### src/rtl/iir_pkg.sv
// Shared constants and state encodings for the IIR cascade controller.
package iir_pkg;
  localparam int SAMP_WH_D  = 4;
  localparam int SAMP_FR_D  = 23;
  localparam int COEFF_WH_D = 2;
  localparam int COEFF_FR_D = 14;

  localparam logic [1:0] C_A0 = 2'd0;
  localparam logic [1:0] C_A1 = 2'd1;
  localparam logic [1:0] C_B  = 2'd2;
  localparam logic [1:0] C_K  = 2'd3;

  typedef enum logic [2:0] {IDLE, F1, F2, F3, F4, CAP} frame_state_e;
  typedef enum logic [1:0] {LD_IDLE, LD_RUN, LD_LAST} load_state_e;
endpackage

### src/rtl/iir_coef_loader.sv
// Streams 4*N_SEC coefficients from a synchronous ROM into the sections.
module iir_coef_loader
  import iir_pkg::*;
#(
  parameter int N_SEC = 4,
  parameter int CW    = 16,
  localparam int AW   = $clog2(4 * N_SEC)
) (
  input  logic              clk,
  input  logic              nrst,
  input  logic              start_i,
  input  logic [CW-1:0]     rom_data_i,
  output logic              busy_o,
  output logic              done_o,
  output logic [AW-1:0]     rom_addr_o,
  output logic [N_SEC-1:0]  c_we_o,
  output logic [1:0]        c_addr_o,
  output logic [CW-1:0]     c_in_o
);
  localparam logic [AW-1:0] LAST_ADDR = AW'(4 * N_SEC - 1);

  load_state_e   st_q, st_d;
  logic [AW-1:0] addr_q, addr_d, wr_idx_q;
  logic          wr_q;

  always_ff @(posedge clk or negedge nrst) begin
    if (!nrst) begin
      st_q     <= LD_IDLE;
      addr_q   <= '0;
      wr_idx_q <= '0;
      wr_q     <= 1'b0;
    end else begin
      st_q     <= st_d;
      addr_q   <= addr_d;
      // ROM answers one cycle late, so the write trails the address by one.
      wr_q     <= (st_q == LD_RUN);
      wr_idx_q <= addr_q;
    end
  end

  always_comb begin
    st_d   = st_q;
    addr_d = addr_q;
    case (st_q)
      LD_IDLE: if (start_i) st_d = LD_RUN;
      LD_RUN: begin
        if (addr_q == LAST_ADDR) begin
          st_d   = LD_LAST;
          addr_d = '0;
        end else begin
          addr_d = addr_q + 1'b1;
        end
      end
      LD_LAST: st_d = LD_IDLE;
      default: st_d = LD_IDLE;
    endcase
  end

  assign busy_o     = (st_q != LD_IDLE);
  assign done_o     = (st_q == LD_LAST);
  assign rom_addr_o = addr_q;
  assign c_we_o     = wr_q ? (N_SEC'(1) << (wr_idx_q >> 2)) : '0;
  assign c_addr_o   = wr_idx_q[1:0];
  assign c_in_o     = wr_q ? rom_data_i : '0;
endmodule

### src/rtl/iir_cascade_ctrl.sv
// Frame sequencer for a lock-step cascade of biquad sections plus coefficient loader.
module iir_cascade_ctrl
  import iir_pkg::*;
#(
  parameter int N_SEC    = 4,
  parameter int SAMP_WH  = SAMP_WH_D,
  parameter int SAMP_FR  = SAMP_FR_D,
  parameter int COEFF_WH = COEFF_WH_D,
  parameter int COEFF_FR = COEFF_FR_D,
  localparam int SW      = SAMP_WH + SAMP_FR,
  localparam int CW      = COEFF_WH + COEFF_FR,
  localparam int AW      = $clog2(4 * N_SEC)
) (
  input  logic              clk,
  input  logic              nrst,
  input  logic              load_start,
  output logic              load_busy,
  output logic [AW-1:0]     rom_addr,
  input  logic [CW-1:0]     rom_data,
  output logic [N_SEC-1:0]  c_we,
  output logic [1:0]        c_addr,
  output logic [CW-1:0]     c_in,
  input  logic              in_valid,
  output logic              in_ready,
  input  logic [SW-1:0]     din,
  output logic [SW-1:0]     sec_din,
  output logic              ce,
  output logic              mult_sel,
  input  logic [SW-1:0]     last_dout,
  output logic [SW-1:0]     dout,
  output logic              out_valid
);
  localparam logic [3:0] WARM_MAX = 4'(N_SEC);
  localparam logic [3:0] WARM_MIN = 4'(N_SEC - 1);

  frame_state_e fs_q, fs_d;
  logic [SW-1:0] sec_din_q, dout_q;
  logic          out_valid_q, pend_q;
  logic [3:0]    warm_q;
  logic          f_idle, go, accept, ld_done;

  assign f_idle   = (fs_q == IDLE);
  // A pending or fresh load request takes the idle slot ahead of any sample.
  assign go       = f_idle && !load_busy && (load_start || pend_q);
  assign in_ready = nrst && f_idle && !load_busy && !go;
  assign accept   = in_valid && in_ready;

  always_comb begin
    fs_d = fs_q;
    case (fs_q)
      IDLE:    if (accept) fs_d = F1;
      F1:      fs_d = F2;
      F2:      fs_d = F3;
      F3:      fs_d = F4;
      F4:      fs_d = CAP;
      CAP:     fs_d = IDLE;
      default: fs_d = IDLE;
    endcase
  end

  always_ff @(posedge clk or negedge nrst) begin
    if (!nrst) begin
      fs_q        <= IDLE;
      sec_din_q   <= '0;
      dout_q      <= '0;
      out_valid_q <= 1'b0;
      pend_q      <= 1'b0;
      warm_q      <= '0;
    end else begin
      fs_q        <= fs_d;
      out_valid_q <= (fs_q == CAP) && (warm_q >= WARM_MIN);
      if (accept) sec_din_q <= din;
      if (fs_q == CAP) dout_q <= last_dout;
      if (go) pend_q <= 1'b0;
      else if (load_start && !f_idle) pend_q <= 1'b1;
      if (ld_done) warm_q <= '0;
      else if (fs_q == CAP && warm_q != WARM_MAX) warm_q <= warm_q + 1'b1;
    end
  end

  assign ce        = (fs_q == F2) || (fs_q == F3);
  assign mult_sel  = ce;
  assign sec_din   = sec_din_q;
  assign dout      = dout_q;
  assign out_valid = out_valid_q;

  iir_coef_loader #(
    .N_SEC (N_SEC),
    .CW    (CW)
  ) u_loader (
    .clk        (clk),
    .nrst       (nrst),
    .start_i    (go),
    .rom_data_i (rom_data),
    .busy_o     (load_busy),
    .done_o     (ld_done),
    .rom_addr_o (rom_addr),
    .c_we_o     (c_we),
    .c_addr_o   (c_addr),
    .c_in_o     (c_in)
  );
endmodule

### config.mk
export PLATFORM = sky130hd
export DESIGN_NAME = iir_cascade_ctrl
export DESIGN_NICKNAME = d
export VERILOG_FILES = /design/src/rtl/iir_pkg.sv /design/src/rtl/iir_coef_loader.sv /design/src/rtl/iir_cascade_ctrl.sv
export SDC_FILE = /design/constraint.sdc
export NUM_CORES = 1
export LEC_CHECK = 0
export ABC_CLOCK_PERIOD_IN_PS = 2700
export BUFFER_PORTS_ARGS = -buffer_cell sky130_fd_sc_hd__clkbuf_2
export CORE_MARGIN = 2
export CORE_UTILIZATION = 40
export DETAILED_ROUTE_END_ITERATION = 10
export PLACE_DENSITY = 0.75
export SYNTH_ARGS = -nofsm -noshare
export SYNTH_HDL_FRONTEND = slang
export SYNTH_SLANG_ARGS = --single-unit
### constraint.sdc
create_clock -name clk -period 2.7 [get_ports clk]
set_clock_uncertainty 0.15 [all_clocks]
set_input_delay 0.27 -clock clk [delete_from_list [all_inputs] [get_ports clk]]
set_output_delay 0.27 -clock clk [all_outputs]
set_load 0.05 [all_outputs]
==> metrics.txt <==
fraction of registers with async set/reset=100%; Pwr Density=roughly 1200 nW/µm²; first-pass GRT wire length=12100 µm; Synth top cells by count=nand2_1, dfrtp_1, mux2_4; RSZ-0062 raised after global routing=false; footprint of the multi-input gates=1190 µm²; leakage=~0.0026 µW; critical path class=register to register; Clk Latency, worst-skew pair=about 0.34 ns; DRT Pass-1 Iters=4; Worst path slowest cell=nand4_4; FF-to-FF End=sec_din[6]; Slew @ Worst Pin=between 0.8 and 0.9 ns; DRC Markers=0; Boundary Pins=159; Final Hold Vio Count=0; status=finished clean; remaining global-route overflow=0; synth warn=0; ANT cells=0; total power=around 5700 µW; number of synthesized flops with an enable pin=0; crit path max fanout=27; switch share=just over 50%; FF+latch area=around 1900 µm²; max-slew violations=0; worst path cell trace=nor3_4 > nand4_4 > mux2_4; CTS H-tree depth=3; Cell Area, Synth=approximately 3200 µm²; final worst path period need=~2.1 ns; area delta synth->final=50.0%; most common cell in the synthesized netlist=nand2_1; First DRT Iteration DRCs=~130; top post-synthesis cells by area=dfrtp_1, nand2_1, mux2_4, and2_1, mux2_2; Nets=565; Fill cells=approximately 640; maximum VDD drop=~0.52 mV; max cap viols=0; reg-to-reg slack, setup=a little under 0.6 ns; Worst setup SP type=register; root buf cell=clkbuf_8; buffer depth of the longest clock path=2; largest net degree at the start of global routing=between 70 and 80; post-DR vias/cell=approximately 4.5; crit path capture type=register; DRT Wirelength=7620 µm; vias in the first global route=approximately 2700; combinational power share=between 50% and 60%; FF+latch count, synth=74; die area=8650 µm²; CTS clk-pin slew, worst paths=roughly 0.07 ns; port bufs=158; Final ANT Viol Nets=0; area leader, netlist=dfrtp_1; WP data arrival=2.19 ns; initial core utilization=41.2%; Netlist cell types=35; initial antenna violation count=0; Mapped Avg Cell Area=roughly 11 µm²; # rows=32; via count=between 2000 and 3000; Post-CTS Resized=0; NetSw=2910 µW; CTS buffer count=9; count of final setup violators=0; die height=approximately 93 µm; Worst Path Required=2.78 ns; Seq/Total Area, Yosys=approximately three fifths; Sequential Power Share=32.2%; Worst R2R Start=fs_q[1]; die width=a little over 90 µm; TritonCTS clock tree=done; wire per inst=between 10 and 15 µm; R2R depth=3; Total GRT Usage=between 10% and 20%; Slew Limit Headroom=roughly two fifths; core area=around 7700 µm²; crit-path max cell delay=0.54 ns; Cells after Synth=281; RePlAce Congestion=just under 0.7; Internal=between 2000 and 3000 µW; Detailed Place HPWL=between 4000 and 5000 µm; clock share of power=between 10% and 20%; Fmax=around 470 MHz; HP Class=input pin to asynchronous set/reset pin; period utilization=between 70% and 80%; setup TNS=0 ns; commonest register cell after synthesis=dfrtp_1; Synth top area share=between 50% and 60%; Mapped Nets=between 300 and 400; layout cells sized above 1=between 40% and 50%; # clock sinks=74
## cells in the final DEF, fill, tap and decap left out, types with 3 or more instances in the layout
| cell type | instances |
|---|---|
| and2_1 | 16 |
| clkbuf_8 | 11 |
| inv_1 | 6 |
| and3b_1 | 3 |
| ha_1 | 3 |
| dfrtp_1 | 74 |
| nand2_1 | 91 |
| mux2_2 | 7 |
| mux2_4 | 20 |
| nor2_1 | 7 |
| a21oi_1 | 4 |
| buf_4 | 3 |
| o21ai_0 | 7 |
| dlygate4sd3_1 | 52 |
| nand3_1 | 4 |
| clkbuf_2 | 157 |
## logic make-up (layout without fill, tap and decap cells)
logic type / count (synthesis) / count (layout) / synth area share (%)
multiplexers: 27 / 27 / 12.0
AND/OR/NAND/NOR: 136 / 136 / 20.7
XOR/XNOR: 2 / 2 / 0.553
buffers and inverters: 22 / 234 / 3.91
adder cells (fa/ha/maj): 3 / 3 / 1.18
flip-flops: 74 / 74 / 58.4
AO/OA/AOI/OAI: 17 / 17 / 3.32
## sequential cells by signal (all words and copies together) (netlist names)
signal / flops
sec_din: 27
dout: 27
u_loader.rom_addr_o: 4
fs_q: 3
u_loader.st_q: 2
warm_q: 4
out_valid: 1
u_loader.wr_idx_q: 4
u_loader.wr_q: 1
pend_q: 1
## per-layer routing
metal  track usage [%]  vias to the layer above  wire length (µm)
met4              7.60                        0               147
met5                 0                        -                 0
met1              20.4                     1254              2940
met3              5.08                       12               514
li1                  -                     1328                 -
met2              32.9                      101              4020
## critical path, delay by kind of cell, from the launching register on
kind / cells / cell delay [ns]
mux: 1 / 0.49
flops: 1 / 0.49
simple gates: 2 / 0.85
## worst max-delay path by stage
stage          slack [ns]  cells past startpoint           from          end
2_1_floorplan        0.59                      2  u_loader.wr_q      c_we[0]
4_1_cts              0.57                      3        fs_q[1]  sec_din[24]
3_5_place_dp         0.57                      3        fs_q[1]   sec_din[9]
6_report             0.59                      3        fs_q[1]   sec_din[6]
3_3_place_gp         0.65                      3        fs_q[1]  sec_din[11]
5_1_grt              0.46                      3        fs_q[1]   sec_din[6]
## power by group through the flow
stage | Combinational, µW | Clock [µW] | Sequential (µW)
CTS | 2920 | 988 | 1830
floorplan | 1220 | 0 | 2860
finish | 2920 | 958 | 1840
global route | 3080 | 1030 | 1910
detailed placement | 2870 | 0 | 1850
global placement | 2820 | 0 | 1830
## final cells by class
class	instances	share of cell area (%)
Clock buffer	12	3.26
Tap cell	102	2.68
Inverter	6	0.474
Timing Repair Buffer	212	27.9
Multi-Input combinational cell	185	25.1
Sequential cell	74	38.9
Clock inverter	4	1.55
## repair_timing
action                                 4_1_cts  5_1_grt
buffers inserted                             0        0
setup endpoints to repair                    0        0
endpoints found under the hold margin       49        3
hold buffers                                49        3
## stage by stage
stage	worst slack, ns	util (%)	hold slack [ns]	instance area [µm²]	instances
2_1_floorplan	0.586	-	-0.176	3170	281
3_3_place_gp	0.651	52.1	0.293	4010	527
3_5_place_dp	0.573	52.1	0.312	4010	527
4_1_cts	0.567	61.5	0.000818	4720	592
5_1_grt	0.461	61.8	0.00919	4750	595
6_report	0.590	61.8	0.0142	4750	595
No activity file was read; power rests on OpenSTA's default activity.
